$ cat src/rtl/fp_alu_seq.sv
// fp_alu_seq: sequential FP ALU (add.s/sub.s/mov.s/mtc1/compares) with valid/ready handshakes.
// States: IDLE accept | UNPACK classify+swap | ALIGN shift smaller | ADDSUB magnitude op | NORM lzc+shift | ROUND rne | DONE hold
module fp_alu_seq #(
  parameter int EXP_W    = 8,
  parameter int MAN_W    = 23,
  parameter int CC_COUNT = 8
) (
  input  logic                        clk,
  input  logic                        rst,
  input  logic                        in_valid,
  output logic                        in_ready,
  input  logic [2:0]                  fp_ctl,
  input  logic                        mov,
  input  logic [EXP_W+MAN_W:0]        din1,
  input  logic [EXP_W+MAN_W:0]        din2,
  input  logic [4:0]                  shamt,
  input  logic [4:0]                  rd,
  input  logic [$clog2(CC_COUNT)-1:0] cc_sel,
  input  logic [EXP_W+MAN_W:0]        general_input,
  output logic                        out_valid,
  input  logic                        out_ready,
  output logic                        out_wen,
  output logic [4:0]                  fp_write_addr,
  output logic [EXP_W+MAN_W:0]        fp_alures,
  output logic [CC_COUNT-1:0]         cc_flags
);
  localparam int W   = 1 + EXP_W + MAN_W;
  localparam int SW  = MAN_W + 4;   // hidden bit, mantissa, guard, round, sticky
  localparam int XW  = EXP_W + 2;   // exponent with carry headroom and a sign bit
  localparam int LZW = $clog2(SW + 1);
  localparam logic [EXP_W-1:0] EXP_ONES = '1;
  localparam logic [EXP_W-1:0] SH_MAX   = EXP_W'(MAN_W + 3);
  localparam logic [XW-1:0]    EMAX_X   = {2'b00, EXP_ONES};
  localparam logic [W-1:0]     QNAN     = {1'b0, EXP_ONES, 1'b1, {(MAN_W-1){1'b0}}};

  typedef enum logic [2:0] {
    S_IDLE, S_UNPACK, S_ALIGN, S_ADDSUB, S_NORM, S_ROUND, S_DONE
  } state_t;

  state_t state_q, state_d;

  logic [W-1:0]        a_q, b_q, res_q, spec_val_q;
  logic                sub_q, sign_l_q, sign_s_q, spec_q, zero_q, wen_q;
  logic [EXP_W-1:0]    exp_l_q, diff_q;
  logic [MAN_W:0]      sig_l_q, sig_s_q;
  logic [SW-1:0]       al_q, norm_q;
  logic [SW:0]         sum_q;
  logic [XW-1:0]       exp_n_q;
  logic [4:0]          addr_q;
  logic [CC_COUNT-1:0] cc_q;

  function automatic logic [W-1:0] ord_key(input logic [W-1:0] x);
    return x[W-1] ? ~x : {1'b1, x[W-2:0]};
  endfunction

  function automatic logic is_nan(input logic [W-1:0] x);
    return (x[W-2:MAN_W] == EXP_ONES) && (x[MAN_W-1:0] != '0);
  endfunction

  logic cmp_nan, cmp_zero, cmp_eq, cmp_lt, cmp_gt, cmp_res, is_arith;
  always_comb begin
    cmp_nan  = is_nan(din1) || is_nan(din2);
    cmp_zero = (din1[W-2:0] == '0) && (din2[W-2:0] == '0);
    cmp_eq   = !cmp_nan && (cmp_zero || (din1 == din2));
    cmp_lt   = !cmp_nan && !cmp_zero && (ord_key(din1) < ord_key(din2));
    cmp_gt   = !cmp_nan && !cmp_zero && (ord_key(din1) > ord_key(din2));
    cmp_res  = 1'b0;
    case (fp_ctl)
      3'd2:    cmp_res = cmp_eq;
      3'd3:    cmp_res = cmp_lt;
      3'd4:    cmp_res = cmp_lt | cmp_eq;
      3'd5:    cmp_res = cmp_gt | cmp_eq;
      3'd6:    cmp_res = cmp_gt;
      default: cmp_res = 1'b0;
    endcase
    is_arith = ((fp_ctl == 3'd0) && !mov) || (fp_ctl == 3'd1);
  end

  logic [EXP_W-1:0]     ea, eb;
  logic [MAN_W-1:0]     ma, mb;
  logic [EXP_W+MAN_W-1:0] mag_a, mag_b;
  logic [MAN_W:0]       siga, sigb;
  logic                 sa, sb, a_zero, b_zero, a_nan, b_nan, a_inf, b_inf, swap, spec_d;
  logic [W-1:0]         spec_val_d;
  always_comb begin
    ea     = a_q[W-2:MAN_W];
    ma     = a_q[MAN_W-1:0];
    sa     = a_q[W-1];
    eb     = b_q[W-2:MAN_W];
    mb     = b_q[MAN_W-1:0];
    sb     = b_q[W-1] ^ sub_q;
    a_zero = (ea == '0);
    b_zero = (eb == '0);
    a_nan  = (ea == EXP_ONES) && (ma != '0);
    b_nan  = (eb == EXP_ONES) && (mb != '0);
    a_inf  = (ea == EXP_ONES) && (ma == '0);
    b_inf  = (eb == EXP_ONES) && (mb == '0);
    mag_a  = a_zero ? '0 : {ea, ma};
    mag_b  = b_zero ? '0 : {eb, mb};
    siga   = a_zero ? '0 : {1'b1, ma};
    sigb   = b_zero ? '0 : {1'b1, mb};
    swap   = mag_b > mag_a;
    spec_d     = 1'b1;
    spec_val_d = QNAN;
    if (a_nan || b_nan || (a_inf && b_inf && (sa != sb))) spec_val_d = QNAN;
    else if (a_inf) spec_val_d = {sa, EXP_ONES, {MAN_W{1'b0}}};
    else if (b_inf) spec_val_d = {sb, EXP_ONES, {MAN_W{1'b0}}};
    else spec_d = 1'b0;
  end

  logic [SW-1:0] ext_s, shifted, al_d;
  logic          lost;
  always_comb begin
    ext_s   = {sig_s_q, 3'b000};
    shifted = ext_s >> diff_q;
    lost    = |(ext_s & ~({SW{1'b1}} << diff_q));
    if (diff_q >= SH_MAX) al_d = {{(SW-1){1'b0}}, |sig_s_q};
    else al_d = {shifted[SW-1:1], shifted[0] | lost};
  end

  logic [SW:0] sum_d;
  always_comb begin
    if (sign_l_q ^ sign_s_q) sum_d = {1'b0, sig_l_q, 3'b000} - {1'b0, al_q};
    else sum_d = {1'b0, sig_l_q, 3'b000} + {1'b0, al_q};
  end

  logic [LZW-1:0] lz;
  logic           lz_found;
  logic [SW-1:0]  norm_d;
  logic [XW-1:0]  exp_n_d;
  always_comb begin
    lz       = '0;
    lz_found = 1'b0;
    for (int i = SW - 1; i >= 0; i--) begin
      if (sum_q[i]) lz_found = 1'b1;
      else if (!lz_found) lz = lz + LZW'(1);
    end
    if (sum_q[SW]) begin
      norm_d  = {sum_q[SW:2], sum_q[1] | sum_q[0]};
      exp_n_d = {2'b00, exp_l_q} + XW'(1);
    end else begin
      norm_d  = sum_q[SW-1:0] << lz;
      exp_n_d = {2'b00, exp_l_q} - XW'(lz);
    end
  end

  logic              rup;
  logic [MAN_W+1:0]  mant_r;
  logic [XW-1:0]     exp_r;
  logic [MAN_W-1:0]  frac_r;
  logic [W-1:0]      round_res;
  always_comb begin
    rup       = norm_q[2] & (norm_q[1] | norm_q[0] | norm_q[3]);
    mant_r    = {1'b0, norm_q[SW-1:3]} + (MAN_W+2)'(rup);
    exp_r     = mant_r[MAN_W+1] ? exp_n_q + XW'(1) : exp_n_q;
    frac_r    = mant_r[MAN_W+1] ? mant_r[MAN_W:1] : mant_r[MAN_W-1:0];
    round_res = {sign_l_q, exp_r[EXP_W-1:0], frac_r};
    if (spec_q) round_res = spec_val_q;
    else if (zero_q || exp_r[XW-1] || (exp_r == '0)) round_res = '0;
    else if (exp_r >= EMAX_X) round_res = {sign_l_q, EXP_ONES, {MAN_W{1'b0}}};
  end

  always_comb begin
    state_d   = state_q;
    in_ready  = 1'b0;
    out_valid = 1'b0;
    case (state_q)
      S_IDLE: begin
        in_ready = 1'b1;
        if (in_valid) state_d = is_arith ? S_UNPACK : S_DONE;
      end
      S_UNPACK: state_d = S_ALIGN;
      S_ALIGN:  state_d = S_ADDSUB;
      S_ADDSUB: state_d = S_NORM;
      S_NORM:   state_d = S_ROUND;
      S_ROUND:  state_d = S_DONE;
      S_DONE: begin
        out_valid = 1'b1;
        if (out_ready) state_d = S_IDLE;
      end
      default:  state_d = S_IDLE;
    endcase
  end

  always_ff @(posedge clk) begin
    if (rst) state_q <= S_IDLE;
    else state_q <= state_d;
  end

  always_ff @(posedge clk) begin
    if (rst) begin
      a_q <= '0; b_q <= '0; sub_q <= 1'b0;
      sign_l_q <= 1'b0; sign_s_q <= 1'b0; exp_l_q <= '0; diff_q <= '0;
      sig_l_q <= '0; sig_s_q <= '0; spec_q <= 1'b0; spec_val_q <= '0;
      al_q <= '0; sum_q <= '0; norm_q <= '0; exp_n_q <= '0; zero_q <= 1'b0;
      res_q <= '0; addr_q <= '0; wen_q <= 1'b0; cc_q <= '0;
    end else begin
      case (state_q)
        S_IDLE: if (in_valid) begin
          a_q   <= din1;
          b_q   <= din2;
          sub_q <= (fp_ctl == 3'd1);
          if (is_arith) begin
            addr_q <= shamt;
            wen_q  <= 1'b1;
          end else if (fp_ctl == 3'd0) begin
            res_q  <= din1;
            addr_q <= shamt;
            wen_q  <= 1'b1;
          end else if (fp_ctl == 3'd7) begin
            res_q  <= general_input;
            addr_q <= rd;
            wen_q  <= 1'b1;
          end else begin
            cc_q[cc_sel] <= cmp_res;
            res_q  <= '0;
            addr_q <= '0;
            wen_q  <= 1'b0;
          end
        end
        S_UNPACK: begin
          sign_l_q   <= swap ? sb : sa;
          sign_s_q   <= swap ? sa : sb;
          exp_l_q    <= swap ? eb : ea;
          sig_l_q    <= swap ? sigb : siga;
          sig_s_q    <= swap ? siga : sigb;
          diff_q     <= swap ? eb - ea : ea - eb;
          spec_q     <= spec_d;
          spec_val_q <= spec_val_d;
        end
        S_ALIGN:  al_q <= al_d;
        S_ADDSUB: sum_q <= sum_d;
        S_NORM: begin
          norm_q  <= norm_d;
          exp_n_q <= exp_n_d;
          zero_q  <= (sum_q == '0);
        end
        S_ROUND:  res_q <= round_res;
        default: ;
      endcase
    end
  end

  assign out_wen       = wen_q;
  assign fp_write_addr = addr_q;
  assign fp_alures     = res_q;
  assign cc_flags      = cc_q;

endmodule

$ cat config.mk
export PLATFORM = sky130hd
export DESIGN_NAME = fp_alu_seq
export DESIGN_NICKNAME = d
export VERILOG_FILES = /design/src/rtl/fp_alu_seq.sv
export SDC_FILE = /design/constraint.sdc
export NUM_CORES = 1
export LEC_CHECK = 0
export CAP_MARGIN = 10
export CORE_MARGIN = 1
export CORE_UTILIZATION = 60
export CTS_BUF_LIST = sky130_fd_sc_hd__clkbuf_4 sky130_fd_sc_hd__clkbuf_8 sky130_fd_sc_hd__clkbuf_16
export CTS_CLUSTER_DIAMETER = 100
export DETAILED_ROUTE_END_ITERATION = 8
export PLACE_DENSITY = 0.81
export RECOVER_POWER = 25
export SETUP_SLACK_MARGIN = 0.02
export SLEW_MARGIN = 20
export SYNTH_ARGS = -nofsm -noshare
export SYNTH_HDL_FRONTEND = slang
export SYNTH_SLANG_ARGS = --single-unit
$ cat constraint.sdc
create_clock -name clk -period 47.1 [get_ports clk]
set_clock_uncertainty 0.05 [all_clocks]
set_input_delay 7.065 -clock clk [delete_from_list [all_inputs] [get_ports clk]]
set_output_delay 7.065 -clock clk [all_outputs]
set_load 0.05 [all_outputs]
---- Word-level counts from Yosys, hierarchy flattened ----
Cells that the tools add are included.
word-level totals
  output and inout bits ................... 48
  register bits after elaboration ......... 306
  word-level logic and storage cells ...... 276
  bits of input ports ..................... 117
operators by class
  $add $sub $neg .......................... 34
  mux-type cells .......................... 127
  reduce and logical (&&, ||, !) cells .... 46
  equal/unequal tests ..................... 22
  order comparisons ....................... 7
  shift operators ......................... 3
  bitwise operators ....................... 16
operator list
  cell                                                            count
  32-bit two-way mux                                              11
  5-bit two-way mux                                               55
  5-bit by 1-bit adder with 5-bit output (second input constant)  26
  24-bit two-way mux                                              4
  31-bit two-way mux                                              3
  23-bit nonzero test                                             4
  32-bit NOT                                                      2
  32-bit one-hot mux with 2 select lines                          1
  31-bit zero test                                                2
  27-bit two-way mux                                              2
  23-bit zero test                                                2
  1-bit two-way mux                                               38
  32-bit == test                                                  1
  8-bit == test (second input constant)                           4
  32-bit > comparator                                             1
  32-bit < comparator                                             1
  31-bit > comparator                                             1
  27-bit by 27-bit adder with 28-bit output                       1
  28-bit zero test                                                1
  28-bit two-way mux                                              1
  27-bit by 27-bit subtractor with 28-bit output                  1
  27-bit bitwise AND                                              1
  27-bit NOT                                                      1
  27-bit OR reduction                                             1
  other kinds (40)                                                90

---- Depth between registers and ports, before layout ----
  depth in word-level cells ............... 81
  gate-level depth with buffers ........... 97
  mapped depth without buffers ............ 95

---- Least setup slack after synthesis ----
No wires, ideal clock.
  path type ............................... register -> register
  start point ............................. register sum_q[24]
  end point ............................... register exp_n_q[7]
  arrival time ............................ 16.779 ns
  data required time ...................... 46.980 ns
  slack ................................... 30.201 ns
  path buffers ............................ 2
  setup time .............................. 0.070 ns
  stages on the path, launching flop included .. 98
  clock period less this slack ............ 16.899 ns
  path through ............................ dfxtp_1 clkbuf_1 inv_1 o21a_1 ha_1 o31a_1 ha_1 nor3_1 nor2_1 ha_1 nand2_1 nand2_1 ha_1 mux2i_1 a221o_1 inv_1 ha_1 mux2i_1 (+62 left out) nor2_1 a21oi_1 o21ai_0 o311ai_0 nand2b_1 clkbuf_1 inv_2 ha_1 nor2b_1 o21ai_0 a21oi_1 o21ai_0 nand2_1 nor3_1 a31oi_1 xnor2_1 nand2_1 a21oi_1
between the ends
  word-level cells in the longest chain between the ends .. 75
  elaborated cells between the ends (all ways) .. 99
  classes of those cells .................. add/sub (25); mux (74)
RTL lines
  what                                             RTL line  RTL
  start, declared                                  47        logic [SW:0] sum_q;
  start signal, assigned                           232       S_ADDSUB: sum_q <= sum_d;
  5-bit two-way mux                                135       if (sum_q[i]) lz_found = 1'b1;
  5-bit by 1-bit adder with 5-bit output           136       else if (!lz_found) lz = lz + LZW'(1);
  5-bit two-way mux                                136
  5-bit two-way mux                                135
  5-bit by 1-bit adder with 5-bit output           136
  5-bit two-way mux                                136
  5-bit two-way mux                                135
  5-bit by 1-bit adder with 5-bit output           136
  (+59 left out)                                   -
  5-bit by 1-bit adder with 5-bit output           136
  5-bit two-way mux                                136
  5-bit two-way mux                                135
  5-bit by 1-bit adder with 5-bit output           136
  5-bit two-way mux                                136
  5-bit two-way mux (*)                            135
  8-bit by 5-bit subtractor with 9-bit output (*)  143       exp_n_d = {2'b00, exp_l_q} - XW'(lz);
  10-bit two-way mux (*)                           138       if (sum_q[SW]) begin
  end signal, assigned                             235       exp_n_q <= exp_n_d;
  end, declared                                    48        logic [XW-1:0] exp_n_q;
Mark *: on every way between the ends. The rest lies on a longest branch, timed or not.
A chain may end at the register's enable or synchronous reset.

---- Worst setup path after layout ----
Ends and elaborated chain as after synthesis.

==> impl_metrics.ini <==
[finish]
num-nets-final = 3471
multi_input_comb_area_mm2 = 0.01668
nFillCells = 3307
final_cells = 3737
area_growth_pct = 12.18
regArea_mm2 = 0.005547
layout-drive-gt1-share_pct = 5.314

[logic_synthesis]
ys_top_cells_by_area = dfxtp_1, ha_1, nand2_1, nor2_1, a21oi_1
synth_top_area_cell = dfxtp_1
synth_top_area_share_pct = 23.56
syn-cell-area_mm2 = 0.02353
synthDistinctLibCells = 82
synth_seq_cells = 277
ys_warn_count = 0
async_reset_ff_share_pct = 0
syn_nets = 3483
synth_ff_type = dfxtp_1
netlist_instances = 3204
synth_edf_count = 0
ys_seq_area_share_pct = 23.56
synth.avg_cell_area_um2 = 7.345

[global_routing]
antenna_found_initial = 1
grt_pass1_vias = 22260
grt_max_degree = 112
grt_first_pass_wirelength_um = 122300
track_usage_pct = 38.96
grt_overflow_total = 0

[clock_tree]
path_clk_slew_ns = 0.06
cts_tree = yes
cts_buffers = 34
post_cts_resized = 0
clock_path_buffers = 3
h-tree-depth = 2
cts_setup_buffers = 0
ctsHoldBuffers = 0
clock_latency_ns = 0.56
cts.sinks = 277
root_buffer = clkbuf_16

[timing]
worst_pin_slew_ns = 5.079
setup_viol = 0
rsz0062_at_grt = no
finalHoldViolCount = 0
min_period_ns = 18.95
slew_violations = 184
fmax_mhz = 52.77
worst_hold_slack_ns = 0.4230
final.setup.tns_ns = 0
fin_crit_sh_pct = 40.24
max_slew_margin_pct = -238.6

[run_status]
status = complete, but fails checks
violations = capacitance limit, slew limit

[floorplanning]
io-pin-count = 165
core_area_mm2 = 0.03865
die_h_um = 200.1
initial_core_util_pct = 60.89
die_area_mm2 = 0.04002
num_rows = 72
die_x_um = 200.1

[placed_design]
hpwl_um = 59970
gp_congestion = 1.046
dp_cells = 3674
io_buffers = 164

[drt]
drc_errors = 0
ant_nets = 0
routedWlPerCell_um = 21.31
drt-initial-drc-count = 2316
first_pass_iters = 6
drt-vias-per-instance = 6.494
finalWirelength_um = 79630
vias = 24267

[critical_path]
cp_slowest_stage_delay_ns = 0.53
worstSetupPathType = reg2reg
cp_max_fo = 29
arrival_ns = 19.39
cp_slowest_cell = dfxtp_1
endpoint_kind = flip-flop
worstSetupStartpointType = flip-flop
path_common_cell = ha_1
cp.required_ns = 47.53

[job]
cap_viol_max_count = 2

[worst_hold_path]
hold_path.class = reg2reg
==> per-stage QoR <==
step | util [%] | setup WS (ns) | instance area, um2
after floorplan | - | 30.20 | 23530
after global placement | 65.12 | 29.20 | 25170
after detailed placement | 65.13 | 28.42 | 25170
after CTS | 68.33 | 28.42 | 26410
after global routing | 68.30 | 26.45 | 26400
final | 68.31 | 28.15 | 26400
==> layout by cell type, fill, tap and decap left out, types with 26 or more instances in the layout <==
master / n
a311oi_1: 38
clkdlybuf4s50_1: 161
clkbuf_16: 35
nor2_1: 371
mux2i_1: 90
buf_4: 26
a21oi_1: 267
a21o_1: 34
o21ai_0: 150
inv_1: 121
nand4_1: 48
a211oi_1: 78
ha_1: 158
a22oi_1: 35
xnor2_1: 110
xor2_1: 85
nor2b_1: 53
nand2b_1: 34
nand3_1: 53
and2_1: 35
nand2_1: 378
dfxtp_1: 276
a221oi_1: 48
nor3_1: 121
nor4_1: 51
==> per-layer routing <==
metal / part of all wire, % / GRT usage [%] / wire (um)
met1: 41 / 49.20 / 32380
met5: 0 / 0 / 0
met3: 9.0 / 8.434 / 7157
met4: 3.3 / 13.63 / 2616
met2: 47 / 65.34 / 37480
==> cell families (layout without fill, tap and decap cells) <==
group	Yosys count	after routing	share of synthesized area [%]
AND/OR/NAND/NOR	1250	1250	24.84
AO/OA/AOI/OAI	816	816	22.42
buffers and inverters	363	377	5.869
flip-flops	277	277	23.56
XOR/XNOR	210	210	8.278
adder cells (fa/ha/maj)	168	168	8.996
multiplexers	120	120	6.029
other	0	1	0
==> Yosys cell counts (all sizes together) (6+ instances only) <==
library cell,count
a211oi,78
a21boi,6
a21o,34
a21oi,268
a221oi,48
a22o,17
a22oi,35
a311oi,38
a31oi,20
a32oi,7
and2,37
and3,23
and4,6
buf,21
clkbuf,218
dfxtp,277
ha,158
inv,124
maj3,6
mux2,14
mux2i,90
mux4,16
nand2,379
nand2b,34
nand3,53
nand3b,8
nand4,48
nor2,372
nor2b,53
nor3,127
nor3b,10
nor4,54
o211ai,13
o21a,13
o21ai,158
o21bai,14
o22ai,8
o31ai,9
or2,11
or3,17
or4,6
xnor2,117
xor2,90
==> area by class of cell <==
| type | instances | area share (%) |
|---|---|---|
| inverter | 124 | 1.763 |
| multi-input combinational | 2564 | 63.18 |
| clock buffer | 44 | 3.692 |
| timing repair buffer | 191 | 6.910 |
| antenna | 1 | 0.009479 |
| tap | 518 | 2.455 |
| sequential | 277 | 21.01 |
| clock inverter | 18 | 0.9858 |
==> flip-flops by register name (all words and copies together) (netlist names) <==
register / count
out_wen: 1
sub_q: 1
a_q: 32
cc_flags: 8
sign_l_q: 1
sig_s_q: 24
sign_s_q: 1
exp_n_q: 10
fp_alures: 32
state_q: 3
zero_q: 1
fp_write_addr: 5
b_q: 32
sig_l_q: 24
al_q: 27
norm_q: 27
sum_q: 28
exp_l_q: 8
diff_q: 8
spec_q: 1
spec_val_q: 3
==> worst max-delay path, delay by kind of cell, from the launching register on <==
| family | cells | cell delay, ns |
|---|---|---|
| and+or+nand+nor | 22 | 1.86 |
| buffers and inverters | 6 | 0.89 |
| DFF | 1 | 0.53 |
| AOI/OAI and AO/OA | 27 | 5.05 |
| xor gates and xnor gates | 1 | 0.15 |
| adders and majority gates | 25 | 7.32 |
| muxes | 15 | 3.03 |
==> final timing paths <==
kind	depth (start not counted)	end	slack, ns	from
setup / recovery	96	exp_n_q[7]$_SDFFE_PP0P_	28.15	sum_q[24]$_SDFFE_PP0P_
hold / removal	2	b_q[4]$_SDFFE_PP0P_	0.42	b_q[4]$_SDFFE_PP0P_
hold reg to reg	2	b_q[4]$_SDFFE_PP0P_	0.42	b_q[4]$_SDFFE_PP0P_
setup reg to reg	96	exp_n_q[7]$_SDFFE_PP0P_	28.15	sum_q[24]$_SDFFE_PP0P_
Power is not shown: default switching activity piles up to over one toggle a cycle in this logic, so the estimate is an artifact.
